--- config.mk ---
export PLATFORM = sky130hd
export DESIGN_NAME = div_iter
export DESIGN_NICKNAME = d
export VERILOG_FILES = /design/src/rtl/div_iter.sv
export SDC_FILE = /design/constraint.sdc
export NUM_CORES = 1
export LEC_CHECK = 0
export ABC_AREA = 1
export BUFFER_PORTS_ARGS = -buffer_cell sky130_fd_sc_hd__buf_2
export CAP_MARGIN = 20
export CORE_MARGIN = 2
export CORE_UTILIZATION = 40
export CTS_BUF_LIST = sky130_fd_sc_hd__clkbuf_8 sky130_fd_sc_hd__clkbuf_16
export DETAILED_ROUTE_END_ITERATION = 7
export HOLD_SLACK_MARGIN = 0.1
export PLACE_DENSITY = 0.64
export SLEW_MARGIN = 20
export SYNTH_ARGS = -nofsm -noshare
export SYNTH_HDL_FRONTEND = slang
export SYNTH_SLANG_ARGS = --single-unit
--- constraint.sdc ---
create_clock -name clk -period 4.3 [get_ports clk]
set_input_delay 0.215 -clock clk [delete_from_list [all_inputs] [get_ports clk]]
set_output_delay 0.215 -clock clk [all_outputs]
set_load 0.005 [all_outputs]
--- src/rtl/div_iter.sv ---
// Iterative radix-2 restoring divider: one quotient bit per clock, 32 iterations.
// Result is {remainder, quotient}; the requester holds start_i until ready_o is seen.
module div_iter (
  input  logic        clk,
  input  logic        rst,
  input  logic        signed_div_i,
  input  logic [31:0] a,
  input  logic [31:0] b,
  input  logic        start_i,
  input  logic        annul_i,
  output logic [63:0] result_o,
  output logic        ready_o
);

  localparam logic [1:0] StIdle    = 2'd0;
  localparam logic [1:0] StDivZero = 2'd1;
  localparam logic [1:0] StOn      = 2'd2;
  localparam logic [1:0] StEnd     = 2'd3;

  logic [1:0]  state_q,    state_d;
  logic [31:0] partRem_q,  partRem_d;
  logic [31:0] dividend_q, dividend_d;
  logic [31:0] divisor_q,  divisor_d;
  logic        signQuot_q, signQuot_d;
  logic        signRem_q,  signRem_d;
  logic [4:0]  count_q,    count_d;
  logic [63:0] result_q,   result_d;
  logic        ready_q,    ready_d;

  logic [31:0] absA, absB;
  logic [32:0] shifted, trialDiff;
  logic        qBit;
  logic [31:0] nextRem, nextQuot, finalRem, finalQuot;

  assign absA = (signed_div_i && a[31]) ? -a : a;
  assign absB = (signed_div_i && b[31]) ? -b : b;

  // The dividend register doubles as the quotient: bits leave at the top, quotient bits enter at the bottom.
  assign shifted   = {partRem_q, dividend_q[31]};
  assign trialDiff = shifted - {1'b0, divisor_q};
  assign qBit      = ~trialDiff[32];
  assign nextRem   = qBit ? trialDiff[31:0] : shifted[31:0];
  assign nextQuot  = {dividend_q[30:0], qBit};
  assign finalRem  = signRem_q  ? -nextRem  : nextRem;
  assign finalQuot = signQuot_q ? -nextQuot : nextQuot;

  always_comb begin
    state_d    = state_q;
    partRem_d  = partRem_q;
    dividend_d = dividend_q;
    divisor_d  = divisor_q;
    signQuot_d = signQuot_q;
    signRem_d  = signRem_q;
    count_d    = count_q;
    result_d   = result_q;
    ready_d    = ready_q;
    case (state_q)
      StIdle: begin
        ready_d  = 1'b0;
        result_d = '0;
        if (start_i && !annul_i) begin
          if (b == '0) begin
            state_d = StDivZero;
          end else begin
            state_d    = StOn;
            dividend_d = absA;
            divisor_d  = absB;
            signQuot_d = signed_div_i & (a[31] ^ b[31]);
            signRem_d  = signed_div_i & a[31];
            count_d    = '0;
            partRem_d  = '0;
          end
        end
      end
      StDivZero: begin
        result_d = '0;
        if (annul_i) begin
          state_d = StIdle;
          ready_d = 1'b0;
        end else begin
          state_d = StEnd;
          ready_d = 1'b1;
        end
      end
      StOn: begin
        if (annul_i) begin
          state_d  = StIdle;
          ready_d  = 1'b0;
          result_d = '0;
        end else begin
          partRem_d  = nextRem;
          dividend_d = nextQuot;
          count_d    = count_q + 5'd1;
          if (count_q == 5'd31) begin
            state_d  = StEnd;
            result_d = {finalRem, finalQuot};
            ready_d  = 1'b1;
          end
        end
      end
      StEnd: begin
        if (!start_i) begin
          state_d  = StIdle;
          ready_d  = 1'b0;
          result_d = '0;
        end
      end
      default: state_d = StIdle;
    endcase
  end

  always_ff @(posedge clk) begin
    if (rst) begin
      state_q    <= StIdle;
      partRem_q  <= '0;
      dividend_q <= '0;
      divisor_q  <= '0;
      signQuot_q <= 1'b0;
      signRem_q  <= 1'b0;
      count_q    <= '0;
      result_q   <= '0;
      ready_q    <= 1'b0;
    end else begin
      state_q    <= state_d;
      partRem_q  <= partRem_d;
      dividend_q <= dividend_d;
      divisor_q  <= divisor_d;
      signQuot_q <= signQuot_d;
      signRem_q  <= signRem_d;
      count_q    <= count_d;
      result_q   <= result_d;
      ready_q    <= ready_d;
    end
  end

  assign result_o = result_q;
  assign ready_o  = ready_q;

endmodule

**Word level (Yosys, flattened, before mapping)**

Index checks and enable logic that the tools add are counted.

- Bits in registers: 170
- Latch bits: 0
- Bits in writable memories: 0
- ROM bits: 0
- Input bits: 69
- Output and inout bits: 65
- Word-level logic and storage cells: 74
- Memories: 0

- Add/subtract/negate cells: 6
- Multipliers: 0
- Divide/modulo/power cells: 0
- $lt $le $gt $ge: 0
- Equal/unequal tests: 9
- Shift-type cells: 0
- Muxes and demuxes: 33
- Bitwise operators: 5
- Reductions and logical operators: 12

Operators with widths:

| cell | number |
|---|---|
| 32-bit 2-to-1 mux | 11 |
| 64-bit 2-to-1 mux | 3 |
| 64-bit one-hot mux with 3 select lines | 1 |
| 32-bit negator | 4 |
| 32-bit one-hot mux with 2 select lines | 2 |
| 33-bit by 32-bit subtractor with 33-bit output | 1 |
| 32-bit logical NOT | 1 |
| 5-bit 2-to-1 mux | 3 |
| 2-bit 2-to-1 mux | 6 |
| 5-bit one-hot mux with 2 select lines | 1 |
| 2-bit != test, second input constant | 4 |
| 2-bit one-hot mux with 4 select lines | 1 |
| 3-bit AND reduction | 2 |
| 5-bit by 1-bit adder with 5-bit output, second input constant | 1 |
| 5-bit equality test, second input constant | 1 |
| 2-bit equality test, second input constant | 2 |
| 1-bit 2-to-1 mux | 4 |
| 1-bit one-hot mux with 4 select lines | 1 |
| 4-bit AND reduction | 1 |
| 1-bit logical AND | 3 |
| 3-bit != test, second input constant | 1 |
| 1-bit bitwise AND | 2 |
| 2-bit by 1-bit equality test with 1-bit output, second input constant | 1 |
| 2-bit logical NOT | 1 |
| 6 further kinds | 7 |

**Depth between registers and ports, before layout**

- Word-level depth: 7
- Gate-level depth with buffers: 28
- Depth with buffers taken out: 27

**Worst setup path before layout**

OpenSTA, ideal clock, no wires.

- Path type: register to register
- Start: reg dividend_q[31]
- End: reg result_q[28] (netlist: result_o[28])
- Setup time: 132 ps
- Data arrival time: 3785 ps
- Required time: 4168 ps
- Setup slack: 383 ps
- Stages on the path, launching flop included: 27
- Path buffers: 1
- Period minus slack after synthesis: 3917 ps
- Path through: dfxtp_1 -> inv_1 -> ha_1 -> inv_1 -> fa_1 -> nand2_1 -> nand2_1 -> nand3_1 -> nand2_1 -> nand2_1 -> nand2_1 -> nand2_4 -> nand3_2 -> nand2_8 -> buf_4 -> ha_1 -> nand3_1 -> nor3_1 -> nand3_1 -> nor3_1 -> nand4_1 -> nor4_1 -> nand3_1 -> o21ai_0 -> a21oi_1 -> o21ai_0 -> a21oi_1

- Cells in the longest elaborated chain, start to end: 7

RTL lines:

| what | line | RTL |
|---|---|---|
| start: declaration | 22 | `logic [31:0] dividend_q, dividend_d;` |
| start signal: assignment | 126 | `dividend_q <= dividend_d;` |
| 33-bit by 32-bit subtractor with 33-bit output | 40 | `assign trialDiff = shifted - {1'b0, divisor_q};` |
| 1-bit inverter | 41 | `assign qBit = ~trialDiff[32];` |
| 32-bit negator | 45 | `assign finalQuot = signQuot_q ? -nextQuot : nextQuot;` |
| 32-bit 2-to-1 mux | 45 |  |
| 64-bit 2-to-1 mux | 94 | `if (count_q == 5'd31) begin` |
| 64-bit 2-to-1 mux | 86 | `if (annul_i) begin` |
| 64-bit one-hot mux with 3 select lines | 57 | `case (state_q)` |
| end signal: assignment | 131 | `result_q <= result_d;` |
| end: declaration | 27 | `logic [63:0] result_q, result_d;` |

No other way between the ends. The select of a mux whose other input is x is not followed.
A chain may end at the register's enable or synchronous reset.

**Final worst setup path**

- Start: reg divisor_q[24]
- End: reg result_q[28] (netlist: result_o[28])

- Cells in the longest elaborated chain, start to end: 7

RTL lines:

| what | line | RTL |
|---|---|---|
| start: declaration | 23 | `logic [31:0] divisor_q, divisor_d;` |
| start signal: assignment | 127 | `divisor_q <= divisor_d;` |
| 33-bit by 32-bit subtractor with 33-bit output | 40 |  |
| 1-bit inverter | 41 |  |
| 32-bit negator | 45 |  |
| 32-bit 2-to-1 mux | 45 |  |
| 64-bit 2-to-1 mux | 94 |  |
| 64-bit 2-to-1 mux | 86 |  |
| 64-bit one-hot mux with 3 select lines | 57 |  |

No other way between the ends. The select of a mux whose other input is x is not followed.

==> flow_summary.yaml <==
setup_path:
  critPathLaunchType: "register"
  path_class: "reg2reg"
  slowest_delay_ps: 380
  critPathRequiredTime_ps: 4600
  cp-end-kind: "register"
  crit_buf_inv: 4
  crit_family: "simple AND/OR/NAND/NOR gates"
  path_max_fanout: 6
  cp.arrival_ps: 4180
  cp_slowest_cell: "ha_1"
  r2r_setup_slack_ps: 420
pwr:
  ir_drop_mv: 0.323
  p_leak_nw: 7.15
  power_density_nw_per_um2: 542
sta:
  worst_pin_slew_ps: 858
  setup_violations: 0
  fin_tns_setup_ps: 0
  timing.final.crit_share_pct: 90.3
  fin_crit_ps: 3880
  hold_viol_final: 0
  skew_ps: 10.6
  grt_setup_unrepaired: "no"
  timing.fmax_mhz: 258
  slew_violations: 0
  slew_headroom_pct: 42.8
drt:
  wl_um: 40800
  wl_met1_um: 18900
  top_layer: "met4"
  drcViolationCount: 0
  wl_met2_um: 18700
  first_iter_violations: 1030
  vias: 13500
  wire_per_inst_um: 15.6
  dr.pass1.iters: 5
  routed_via_density: 5.15
  final_antenna_net_count: 0
  met3_length_um: 1700
synthesis:
  syn_avg_cell_area_um2: 6.11
  synth_cell_types: 58
  yosys_warnings: 0
  netlist_area_um2: 12900
  synthFlopType: "dfxtp_1"
  synth-seq-cells: 170
  async_flop_share_pct: 0
  synth_top_area_cell: "dfxtp_1"
  synthMostInstantiatedCell: "nand2_1"
  ys_top_cells_by_count: "nand2_1 (646), inv_1 (265), a21oi_1 (203), dfxtp_1 (170), nor2_1 (167)"
  synth_top_area_share_pct: 26.4
  syn_nets: 2219
  ys_seq_area_share_pct: 26.4
  synthCells: 2108
  synth-edff-count: 0
  synth.area.top_cells: "dfxtp_1 (26%), nand2_1 (19%), a21oi_1 (7.9%), inv_1 (7.7%), nor2_1 (4.9%)"
placed_design:
  portBuffers: 133
  place_hpwl_um: 32000
  postPlaceCellArea_um2: 13800
  place_congestion: 0.952
global_routing:
  antenna_found_initial: 0
  grt_pass1_vias: 12500
  grt_pass1_wl_um: 64600
  grt_overflow_total: 0
  grt_max_degree: 68
  grt_usage_pct: 24.2
finish:
  drive_gt1_share_pct: 12.6
  nFillCells: 3399
  area_delta_synth_final_pct: 11.8
  layout.nets: 2314
  fin_area_um2: 14400
  diodes: 0
clock_tree:
  clockRootBuffer: "clkbuf_16"
  cts_max_level: 4
  cts_tree: "built"
  clock_path_buffers: 2
  cts_buffers: 17
  clk_latency_ps: 440
  clk_pin_slew_ps: 70
  clock_sinks: 170
floorplan:
  start_util_pct: 40.7
  die-area_um2: 33700
  io_pins: 134
  fp.coreArea_um2: 31600
  dieWidth_um: 183
  rows: 65
  die_h_um: 183
flow_run:
  drv_cap: 0
outcome:
  status: "finished, final reports clean"
worst_hold_path:
  hp-class: "in2reg"
## per-stage QoR
step | hold WS, ps | setup WS [ps] | power [mW] | std cells | utilization [%]
after detailed placement | 452 | 323 | 6.25 | 2582 | 43.6
after global placement | 452 | 290 | 6.24 | 2582 | 43.6
after floorplan | 356 | 383 | 5.18 | 2108 | -
after CTS | 105 | 284 | 7.77 | 2618 | 45.5
final | 129 | 418 | 7.80 | 2618 | 45.5
after global routing | 121 | 69.7 | 8.47 | 2618 | 45.5
## layout make-up
| class | instances | area (um^2) | area share, % |
|---|---|---|---|
| inverters | 278 | 1040 | 7.25 |
| clock buffers | 17 | 425 | 2.95 |
| clock inverters | 15 | 136 | 0.947 |
| repair buffers | 153 | 828 | 5.75 |
| flip-flops and latches | 170 | 3400 | 23.6 |
| well taps | 402 | 503 | 3.49 |
| multi-input cells | 1583 | 8060 | 56.0 |
## kinds of logic after synthesis
logic type | after synthesis | synth area share (%)
buffers and inverters | 355 | 11.2
and+or+nand+nor | 1069 | 36.0
AOI/OAI and AO/OA | 389 | 16.6
adders and majority gates | 42 | 4.14
xor gates and xnor gates | 83 | 5.64
DFF | 170 | 26.4
## sequential cells by signal, indices dropped and copies added (netlist names)
name / flops
count_q: 5
dividend_q: 32
divisor_q: 32
partRem_q: 32
ready_o: 1
result_o: 64
signQuot_q: 1
signRem_q: 1
state_q: 2
## worst paths after layout
check	startpoint	cells after the start	endpoint
setup reg to reg	divisor_q[24]	25	result_o[28]
hold reg to reg	result_o[41]	2	result_o[41]
hold / removal	b[21]	3	divisor_q[21]
setup / recovery	divisor_q[24]	25	result_o[28]
## worst min-delay path, delay by kind of cell
family / cells / cell delay [ps]
buf+inv: 1 / 130
compound gates: 1 / 110
xor+xnor: 1 / 80
## layer usage
metal,vias to the layer above,global-route usage [%]
met1,6131,31.5
met2,342,40.3
met5,-,0
li1,6930,-
met4,0,9.66
met3,73,3.39
## repair_timing
action,4_1_cts,5_1_grt
endpoints found under the setup margin,0,4
hold buffers,4,0
setup buffers,0,0
endpoints found under the hold margin,4,0
gates resized for setup,0,3
## power breakdown
group / internal [mW] / switching [mW] / leakage [nW]
combinational: 1.33 / 2.98 / 5.49
sequential: 1.80 / 0.182 / 1.38
clock: 0.767 / 0.743 / 0.276
## placed cells by master, fill, tap and decap left out, drive strengths merged, types with 17 or more instances in the layout
cell type | synthesis | routed
nand4 | 26 | 26
nor3 | 18 | 18
ha | 41 | 41
o21ai | 132 | 132
dfxtp | 170 | 170
nor2 | 182 | 182
xor2 | 58 | 58
xnor2 | 25 | 25
nand3 | 117 | 117
buf | 24 | 149
a21oi | 211 | 211
nand2 | 688 | 688
clkbuf | 50 | 17
inv | 277 | 287
Note: power is estimated with default switching activity, not from simulation.
